**config.mk**
```make
export PLATFORM = sky130hd
export DESIGN_NAME = xgcd_perf_mon
export DESIGN_NICKNAME = d
export VERILOG_FILES = /design/src/rtl/xgcd_perf_pkg.sv /design/src/rtl/xgcd_perf_chan.sv /design/src/rtl/xgcd_perf_mon.sv
export SDC_FILE = /design/constraint.sdc
export NUM_CORES = 1
export LEC_CHECK = 0
export BUFFER_PORTS_ARGS = -buffer_cell sky130_fd_sc_hd__buf_4
export CAP_MARGIN = 30
export CORE_UTILIZATION = 35
export CTS_BUF_LIST = sky130_fd_sc_hd__clkbuf_8
export DETAILED_ROUTE_END_ITERATION = 12
export PLACE_DENSITY = 0.55
export SLEW_MARGIN = 20
export SYNTH_ARGS = -nofsm -noshare
export SYNTH_HDL_FRONTEND = slang
export SYNTH_SLANG_ARGS = --single-unit
```
**constraint.sdc**
```tcl
create_clock -name clk_in_system -period 2.4 [get_ports clk_in_system]
set_input_delay 0.24 -clock clk_in_system [delete_from_list [all_inputs] [get_ports clk_in_system]]
set_output_delay 0.24 -clock clk_in_system [all_outputs]
set_load 0.02 [all_outputs]
```
**src/rtl/xgcd_perf_pkg.sv**
```systemverilog
// xgcd_perf_pkg: shared definitions for the XGCD performance monitor.
//   - chan_state_e : per-channel run FSM states
//   - OFF_*        : per-channel register offsets (channel 0 at 0x00, channel 1 at 0x20)
//   - CTRL_ADDR    : control register address
//   - STATUS_* / CTRL_* bit positions
//   - CNT_W_DEFAULT: default counter/statistic width
//   - addr_ok()    : APB address legality check (aligned and mapped)
package xgcd_perf_pkg;

  typedef enum logic {
    ST_IDLE = 1'b0,
    ST_RUN  = 1'b1
  } chan_state_e;

  localparam int CNT_W_DEFAULT = 32;

  localparam logic [4:0]  OFF_LAST   = 5'h00;
  localparam logic [4:0]  OFF_MIN    = 5'h04;
  localparam logic [4:0]  OFF_MAX    = 5'h08;
  localparam logic [4:0]  OFF_RUNS   = 5'h0C;
  localparam logic [4:0]  OFF_ABORTS = 5'h10;
  localparam logic [4:0]  OFF_STATUS = 5'h14;
  localparam logic [31:0] CH1_BASE   = 32'h0000_0020;
  localparam logic [31:0] CTRL_ADDR  = 32'h0000_0040;

  localparam int STATUS_BUSY_BIT = 0;
  localparam int STATUS_DONE_BIT = 1;
  localparam int STATUS_OVF_BIT  = 2;

  localparam int CTRL_IE0_BIT = 0;
  localparam int CTRL_IE1_BIT = 1;
  localparam int CTRL_CLR_BIT = 8;

  // Legal: word aligned, and either a channel register (0x00-0x14, 0x20-0x34) or CTRL.
  function automatic logic addr_ok(input logic [31:0] a);
    logic in_chan;
    in_chan = (a[31:6] == 26'd0) && (a[4:0] <= OFF_STATUS);
    return (a[1:0] == 2'b00) && (in_chan || (a == CTRL_ADDR));
  endfunction

endpackage

```
**src/rtl/xgcd_perf_chan.sv**
```systemverilog
// xgcd_perf_chan: one monitor channel -- run FSM, cycle counter and run statistics.
//   clk, srst           : clock, synchronous active-high reset
//   start, done         : single-cycle pulses from the XGCD unit
//   clr                 : clear statistics and sticky bits (FSM untouched)
//   w1c_done, w1c_ovf   : clear requests for the sticky DONE / OVF bits
//   last .. aborts      : statistic registers (min_val/max_val read 0 when disabled)
//   done_flag, ovf_flag : sticky status bits;  busy : FSM is in RUN
// Optional feature: define XGCD_PERF_MINMAX_EN to build the MIN/MAX registers.
module xgcd_perf_chan
  import xgcd_perf_pkg::*;
#(
  parameter int CNT_W = CNT_W_DEFAULT
) (
  input  logic             clk,
  input  logic             srst,
  input  logic             start,
  input  logic             done,
  input  logic             clr,
  input  logic             w1c_done,
  input  logic             w1c_ovf,
  output logic [CNT_W-1:0] last,
  output logic [CNT_W-1:0] min_val,
  output logic [CNT_W-1:0] max_val,
  output logic [CNT_W-1:0] runs,
  output logic [CNT_W-1:0] aborts,
  output logic             done_flag,
  output logic             ovf_flag,
  output logic             busy
);
  localparam logic [CNT_W-1:0] ALL_ONES = '1;
  localparam logic [CNT_W-1:0] ONE      = CNT_W'(1);

  chan_state_e      state_reg;
  logic [CNT_W-1:0] cnt_reg, last_reg, runs_reg, aborts_reg;
  logic             done_reg, ovf_reg;

  logic [CNT_W-1:0] cnt_inc_next, runs_inc_next, aborts_inc_next;
  logic             in_run, complete, restart, counting, ovf_hit;

  assign cnt_inc_next    = (cnt_reg == ALL_ONES)    ? cnt_reg    : cnt_reg + ONE;
  assign runs_inc_next   = (runs_reg == ALL_ONES)   ? runs_reg   : runs_reg + ONE;
  assign aborts_inc_next = (aborts_reg == ALL_ONES) ? aborts_reg : aborts_reg + ONE;

  assign in_run   = (state_reg == ST_RUN);
  assign complete = in_run && done;             // includes simultaneous start+done
  assign restart  = in_run && start && !done;   // abort of the current run
  assign counting = in_run && !start && !done;
  assign ovf_hit  = counting && (cnt_inc_next == ALL_ONES);

  always_ff @(posedge clk) begin
    if (srst) begin
      state_reg  <= ST_IDLE;
      cnt_reg    <= '0;
      last_reg   <= '0;
      runs_reg   <= '0;
      aborts_reg <= '0;
      done_reg   <= 1'b0;
      ovf_reg    <= 1'b0;
    end else begin
      if (state_reg == ST_IDLE) begin
        if (start) begin
          cnt_reg   <= ONE;
          state_reg <= ST_RUN;
        end
      end else begin
        if (start) begin
          cnt_reg <= ONE;
        end else if (done) begin
          state_reg <= ST_IDLE;
        end else begin
          cnt_reg <= cnt_inc_next;
        end
      end

      if (clr) begin
        last_reg   <= '0;
        runs_reg   <= '0;
        aborts_reg <= '0;
        done_reg   <= 1'b0;
        ovf_reg    <= 1'b0;
      end else begin
        if (complete) begin
          last_reg <= cnt_reg;
          runs_reg <= runs_inc_next;
        end
        if (restart) begin
          aborts_reg <= aborts_inc_next;
        end
        // A completion in the same cycle as a clear request wins.
        if (complete) begin
          done_reg <= 1'b1;
        end else if (w1c_done) begin
          done_reg <= 1'b0;
        end
        if (ovf_hit) begin
          ovf_reg <= 1'b1;
        end else if (w1c_ovf) begin
          ovf_reg <= 1'b0;
        end
      end
    end
  end

`ifdef XGCD_PERF_MINMAX_EN
  logic [CNT_W-1:0] min_reg, max_reg;

  always_ff @(posedge clk) begin
    if (srst || clr) begin
      min_reg <= ALL_ONES;
      max_reg <= '0;
    end else if (complete) begin
      if (cnt_reg < min_reg) min_reg <= cnt_reg;
      if (cnt_reg > max_reg) max_reg <= cnt_reg;
    end
  end

  assign min_val = min_reg;
  assign max_val = max_reg;
`else
  assign min_val = '0;
  assign max_val = '0;
`endif

  assign last      = last_reg;
  assign runs      = runs_reg;
  assign aborts    = aborts_reg;
  assign done_flag = done_reg;
  assign ovf_flag  = ovf_reg;
  assign busy      = in_run;

endmodule

```
**src/rtl/xgcd_perf_mon.sv**
```systemverilog
// xgcd_perf_mon: run-time monitor for the 255-bit (ch0) and 1279-bit (ch1) XGCD units.
//   clk_in_system, reset             : clock, synchronous active-high reset
//   start_out_255 / done_out_255     : ch0 start/done pulses
//   start_out_1279 / done_out_1279   : ch1 start/done pulses
//   PADDR..PWDATA / PRDATA..PSLVERR  : APB slave, zero wait states
//   IRQ_PERF                         : registered level interrupt (DONE0&IE0 | DONE1&IE1)
// Optional feature: define XGCD_PERF_MINMAX_EN to build the MIN/MAX registers.
module xgcd_perf_mon
  import xgcd_perf_pkg::*;
#(
  parameter int CNT_W = CNT_W_DEFAULT
) (
  input  logic        clk_in_system,
  input  logic        reset,
  input  logic        start_out_255,
  input  logic        done_out_255,
  input  logic        start_out_1279,
  input  logic        done_out_1279,
  input  logic [31:0] PADDR,
  input  logic        PSEL,
  input  logic        PENABLE,
  input  logic        PWRITE,
  input  logic [31:0] PWDATA,
  output logic [31:0] PRDATA,
  output logic        PREADY,
  output logic        PSLVERR,
  output logic        IRQ_PERF
);
  logic [1:0]       start_vec, done_vec, w1c_done, w1c_ovf;
  logic [1:0]       done_flags, ovf_flags, busy_flags;
  logic [CNT_W-1:0] last_arr [2];
  logic [CNT_W-1:0] min_arr [2];
  logic [CNT_W-1:0] max_arr [2];
  logic [CNT_W-1:0] runs_arr [2];
  logic [CNT_W-1:0] aborts_arr [2];

  logic [1:0]  ie_reg;
  logic        irq_reg;
  logic        addr_valid, ctrl_sel, ch_sel, wr_en, clr;
  logic [31:0] rd_data;
  logic [27:0] unused_pwdata;

  assign start_vec = {start_out_1279, start_out_255};
  assign done_vec  = {done_out_1279, done_out_255};

  assign addr_valid = addr_ok(PADDR);
  assign ctrl_sel   = (PADDR == CTRL_ADDR);
  assign ch_sel     = PADDR[5];
  assign wr_en      = PSEL && PENABLE && PWRITE && addr_valid;
  assign clr        = wr_en && ctrl_sel && PWDATA[CTRL_CLR_BIT];

  assign unused_pwdata = {PWDATA[31:9], PWDATA[7:3]};

  generate
    for (genvar gi = 0; gi < 2; gi++) begin : g_chan
      // Valid non-CTRL addresses are always channel registers.
      assign w1c_done[gi] = wr_en && !ctrl_sel && (ch_sel == 1'(gi)) &&
                            (PADDR[4:0] == OFF_STATUS) && PWDATA[STATUS_DONE_BIT];
      assign w1c_ovf[gi]  = wr_en && !ctrl_sel && (ch_sel == 1'(gi)) &&
                            (PADDR[4:0] == OFF_STATUS) && PWDATA[STATUS_OVF_BIT];

      xgcd_perf_chan #(.CNT_W(CNT_W)) u_chan (
        .clk       (clk_in_system),
        .srst      (reset),
        .start     (start_vec[gi]),
        .done      (done_vec[gi]),
        .clr       (clr),
        .w1c_done  (w1c_done[gi]),
        .w1c_ovf   (w1c_ovf[gi]),
        .last      (last_arr[gi]),
        .min_val   (min_arr[gi]),
        .max_val   (max_arr[gi]),
        .runs      (runs_arr[gi]),
        .aborts    (aborts_arr[gi]),
        .done_flag (done_flags[gi]),
        .ovf_flag  (ovf_flags[gi]),
        .busy      (busy_flags[gi])
      );
    end
  endgenerate

  always_ff @(posedge clk_in_system) begin
    if (reset) begin
      ie_reg  <= 2'b00;
      irq_reg <= 1'b0;
    end else begin
      if (wr_en && ctrl_sel) begin
        ie_reg <= {PWDATA[CTRL_IE1_BIT], PWDATA[CTRL_IE0_BIT]};
      end
      irq_reg <= |(done_flags & ie_reg);
    end
  end

  always_comb begin
    rd_data = '0;
    if (ctrl_sel) begin
      rd_data[CTRL_IE0_BIT] = ie_reg[0];
      rd_data[CTRL_IE1_BIT] = ie_reg[1];
    end else begin
      case (PADDR[4:0])
        OFF_LAST:   rd_data = 32'(last_arr[ch_sel]);
        OFF_MIN:    rd_data = 32'(min_arr[ch_sel]);
        OFF_MAX:    rd_data = 32'(max_arr[ch_sel]);
        OFF_RUNS:   rd_data = 32'(runs_arr[ch_sel]);
        OFF_ABORTS: rd_data = 32'(aborts_arr[ch_sel]);
        OFF_STATUS: begin
          rd_data[STATUS_BUSY_BIT] = busy_flags[ch_sel];
          rd_data[STATUS_DONE_BIT] = done_flags[ch_sel];
          rd_data[STATUS_OVF_BIT]  = ovf_flags[ch_sel];
        end
        default:    rd_data = '0;
      endcase
    end
  end

  assign PRDATA   = (PSEL && addr_valid) ? rd_data : 32'd0;
  assign PREADY   = 1'b1;
  assign PSLVERR  = PSEL && PENABLE && !addr_valid;
  assign IRQ_PERF = irq_reg;

endmodule
```
==> summary.txt <==
STA
  • Clk_skew: 25.9 ps
  • Final setup viols: 0
  • F_max: about 420 MHz
  • PnR worst setup slack: 46.5 ps
  • Hold Fails Final Rpt: 0
  • Worst-margin pin slew: 655 ps
  • Minimum clock period: around 2400 ps
  • RSZ-0062 raised after global routing: yes
  • Final slew viol count: 0
  • Tcrit/Tclk final: 98.1%
  • Relative slew slack: 56.3%

Worst setup path
  • Slowest library cell on the worst path: or4_4
  • Reg2Reg Setup Slack: 50 ps
  • Worst r2r path cells: 6
  • RR Endpoint: g_chan[1].u_chan.runs[28]
  • Slowest stage delay, CP: between 500 and 600 ps
  • Cell Chain, Critical Path: and4_1 > nand4_1 > or4_4 > or4_4 > or3_4 > a21oi_2
  • Crit-path max FO: 6
  • Crit-path most repeated cell: or4_4
  • Setup CP Type: reg2reg
  • Buf/Inv on CP: 0
  • Critical Path Start Type: flop
  • Endpoint class of the critical path: flop
  • Required @ worst endpoint: 2930 ps
  • Critical path's top delay family: simple AND/OR/NAND/NOR gates
  • Critical R2R Launch: g_chan[1].u_chan.runs[10]
  • Worst Path Arrival: 2890 ps

Drt
  • Vias: 13,900
  • Vias/cell: around 5.4
  • Residual DRC count: 0
  • Detail Route Antenna Nets: 0
  • TritonRoute pass-1 iters: 5
  • WL/cell: 17.5 µm
  • Violation count after the first detailed-route iteration: 1,058
  • Drt total wl: approximately 45,000 µm

Outcome
  • Status: complete, no violations

Finish
  • NumNets Final: 2,121
  • Finished Layout Cells: 2,596
  • FILL cells: 3,826
  • Layout cell share with drive strength beyond 1: 28.5%
  • Multi-input logic area: a little under 9000 µm²
  • # diodes: 0
  • Fin area: 18,600 µm²
  • Area growth, synth to finish: 33.3%
  • Most frequent cells in the layout: buf_4, nand2_1, dfxtp_1, nor2_1, xor2_1
  • Storage element area: 5350 µm²
  • Commonest non-fill, non-tap cell in the layout: buf_4

Pwr
  • PwrDens: 517 nW/µm²
  • Leakage power: 6.97 nW
  • PnR Total Power: 9.64 mW
  • Max VDD drop: about 0.33 mV

Die
  • Die area: just over 40,000 µm²
  • Initial Utilization: 35.9%
  • Chip height: 202 µm
  • Die width: 202 µm
  • Num rows: 72
  • Core footprint: approximately 40,000 µm²
  • Total I/O pin count: 108

Min path
  • Hold WC Path Type: in2reg
  • Hold path depth: 3
  • Hold wc startpoint: reset
  • Hold Path Sink: g_chan[1].u_chan.busy

Placement
  • Dpl cells: 2,479
  • Placed cell areas: 16,700 µm²
  • DP Wirelength: 32,700 µm
  • Post-Place Worst Slack: -407 ps
  • RePlAce Congestion: a little over 0.9
  • Port Buffer Count: 78

Clocking
  • Clk sink count: around 270
  • CTS tree: done
  • Clock Latency Late Sink: 610 ps
  • CTS Root Cell: clkbuf_8
  • Clk pin slew, worst setup/hold paths: 60 ps
  • Num CTS Buffers: 48
  • Worst-case clock buffer depth: 3
  • Htree depth: 2

GRT
  • Vias in the first global route: 13,000
  • Tot GR Track Use: a little over a fifth
  • Antenna violations before repair: 0
  • Grt ovf: 0
  • Largest net degree at the start of global routing: 54
  • First-pass GRT wire length: between 70,000 and 80,000 µm

Synth
  • EDFF count, synth: 0
  • Netlist cell types: 73
  • Net Count, Synth: 1,836
  • Post-synth ARST share: 0%
  • Main synth FF type: dfxtp_1
  • Sequential-to-total area share from yosys stat: ~38%
  • Cell area after synthesis: between 10,000 and 15,000 µm²
  • YS warnings: 0
  • Mean Syn Cell Area: 7.96 µm²
  • Yosys reg bits: 265
  • Cells after Synth: ~1,800

Run
  • Max-Cap Viols: 0
[cell families after synthesis]
group / share of synthesized area (%)
adder cells (fa/ha/maj): 0.536
AND/OR/NAND/NOR: 29.2
multiplexers: 5.45
AO/OA/AOI/OAI: 13.0
buffers and inverters: 3.76
XOR/XNOR: 10.1
other: 0.0268
flip-flops: 37.9
[tightest hold or removal path, stage by stage]
cell,delay (ps)
buf_4,80
buf_4,230
nor2_1,70
[through the flow]
| step | utilization (%) | TNS, ps | hold WS (ps) |
|---|---|---|---|
| 6_report | 47.8 | 0 | 64.7 |
| 5_1_grt | 47.8 | -866 | 33.5 |
| 4_1_cts | 46.3 | -81.5 | 19.7 |
| 3_5_place_dp | 42.8 | -4460 | 446 |
| 3_3_place_gp | 42.8 | -3790 | 444 |
| 2_1_floorplan | - | -95.0 | 361 |
[where the power goes]
group | internal [mW] | switching [mW]
registers | 4.41 | 0.0161
clock network | 2.67 | 1.99
logic | 0.223 | 0.334
[layer usage]
layer / global-route usage (%) / routed length, µm / vias to the layer above / share of wire, %
li1: - / - / 6805 / -
met1: 31.8 / 22200 / 6668 / 49
met2: 32.1 / 19400 / 399 / 43
met3: 3.24 / 2790 / 72 / 6.1
met4: 7.20 / 1060 / 0 / 2.3
met5: 0 / 0 / - / 0
[worst max path at each step]
stage / start / end / slack, ps / depth (start not counted)
6_report: g_chan[1].u_chan.runs[10] / g_chan[1].u_chan.runs[28] / 50 / 6
5_1_grt: PADDR[1] / PRDATA[7] / -70 / 9
4_1_cts: PADDR[7] / PRDATA[13] / -20 / 11
3_5_place_dp: PADDR[7] / PRDATA[9] / -410 / 11
3_3_place_gp: PADDR[7] / PRDATA[9] / -420 / 11
2_1_floorplan: PADDR[1] / PRDATA[26] / -20 / 8
[what timing repair did]
action / 4_1_cts / 5_1_grt
endpoints found under the setup margin: 55 / 85
hold buffers: 4 / 0
setup buffers: 2 / 25
resized for setup: 59 / 95
endpoints found under the hold margin: 8 / 0
cloned: 0 / 2
pin swaps: 13 / 47
[cell type report]
class | count | area share (%)
Multi-Input combinational cell | 1366 | 47.1
Clock buffer | 63 | 4.65
Tap cell | 518 | 3.48
Clock inverter | 23 | 0.960
Timing Repair Buffer | 337 | 14.7
Inverter | 24 | 0.483
Sequential cell | 265 | 28.7
[cell usage after synthesis (all sizes together) (4+ instances only)]
master / n / area share (%)
a2111oi: 4 / 0.30
a21o: 5 / 0.27
a21oi: 109 / 3.9
a221o: 4 / 0.29
a221oi: 59 / 3.7
a22oi: 7 / 0.38
a31oi: 11 / 0.49
and2: 18 / 0.80
and3: 45 / 2.0
and4: 18 / 1.1
buf: 33 / 1.3
clkbuf: 69 / 1.9
dfxtp: 265 / 38
ha: 6 / 0.54
inv: 23 / 0.62
mux2: 58 / 4.7
mux2i: 11 / 0.79
nand2: 246 / 6.6
nand2b: 5 / 0.22
nand3: 102 / 3.7
nand4: 46 / 2.2
nor2: 223 / 6.0
nor2b: 4 / 0.18
nor3: 61 / 2.3
nor3b: 4 / 0.21
nor4: 24 / 1.3
o21ai: 46 / 1.6
or2: 6 / 0.27
or3: 31 / 1.4
or4: 7 / 0.40
xnor2: 56 / 3.5
xor2: 106 / 6.6
(Power assumes the default switching activity.)
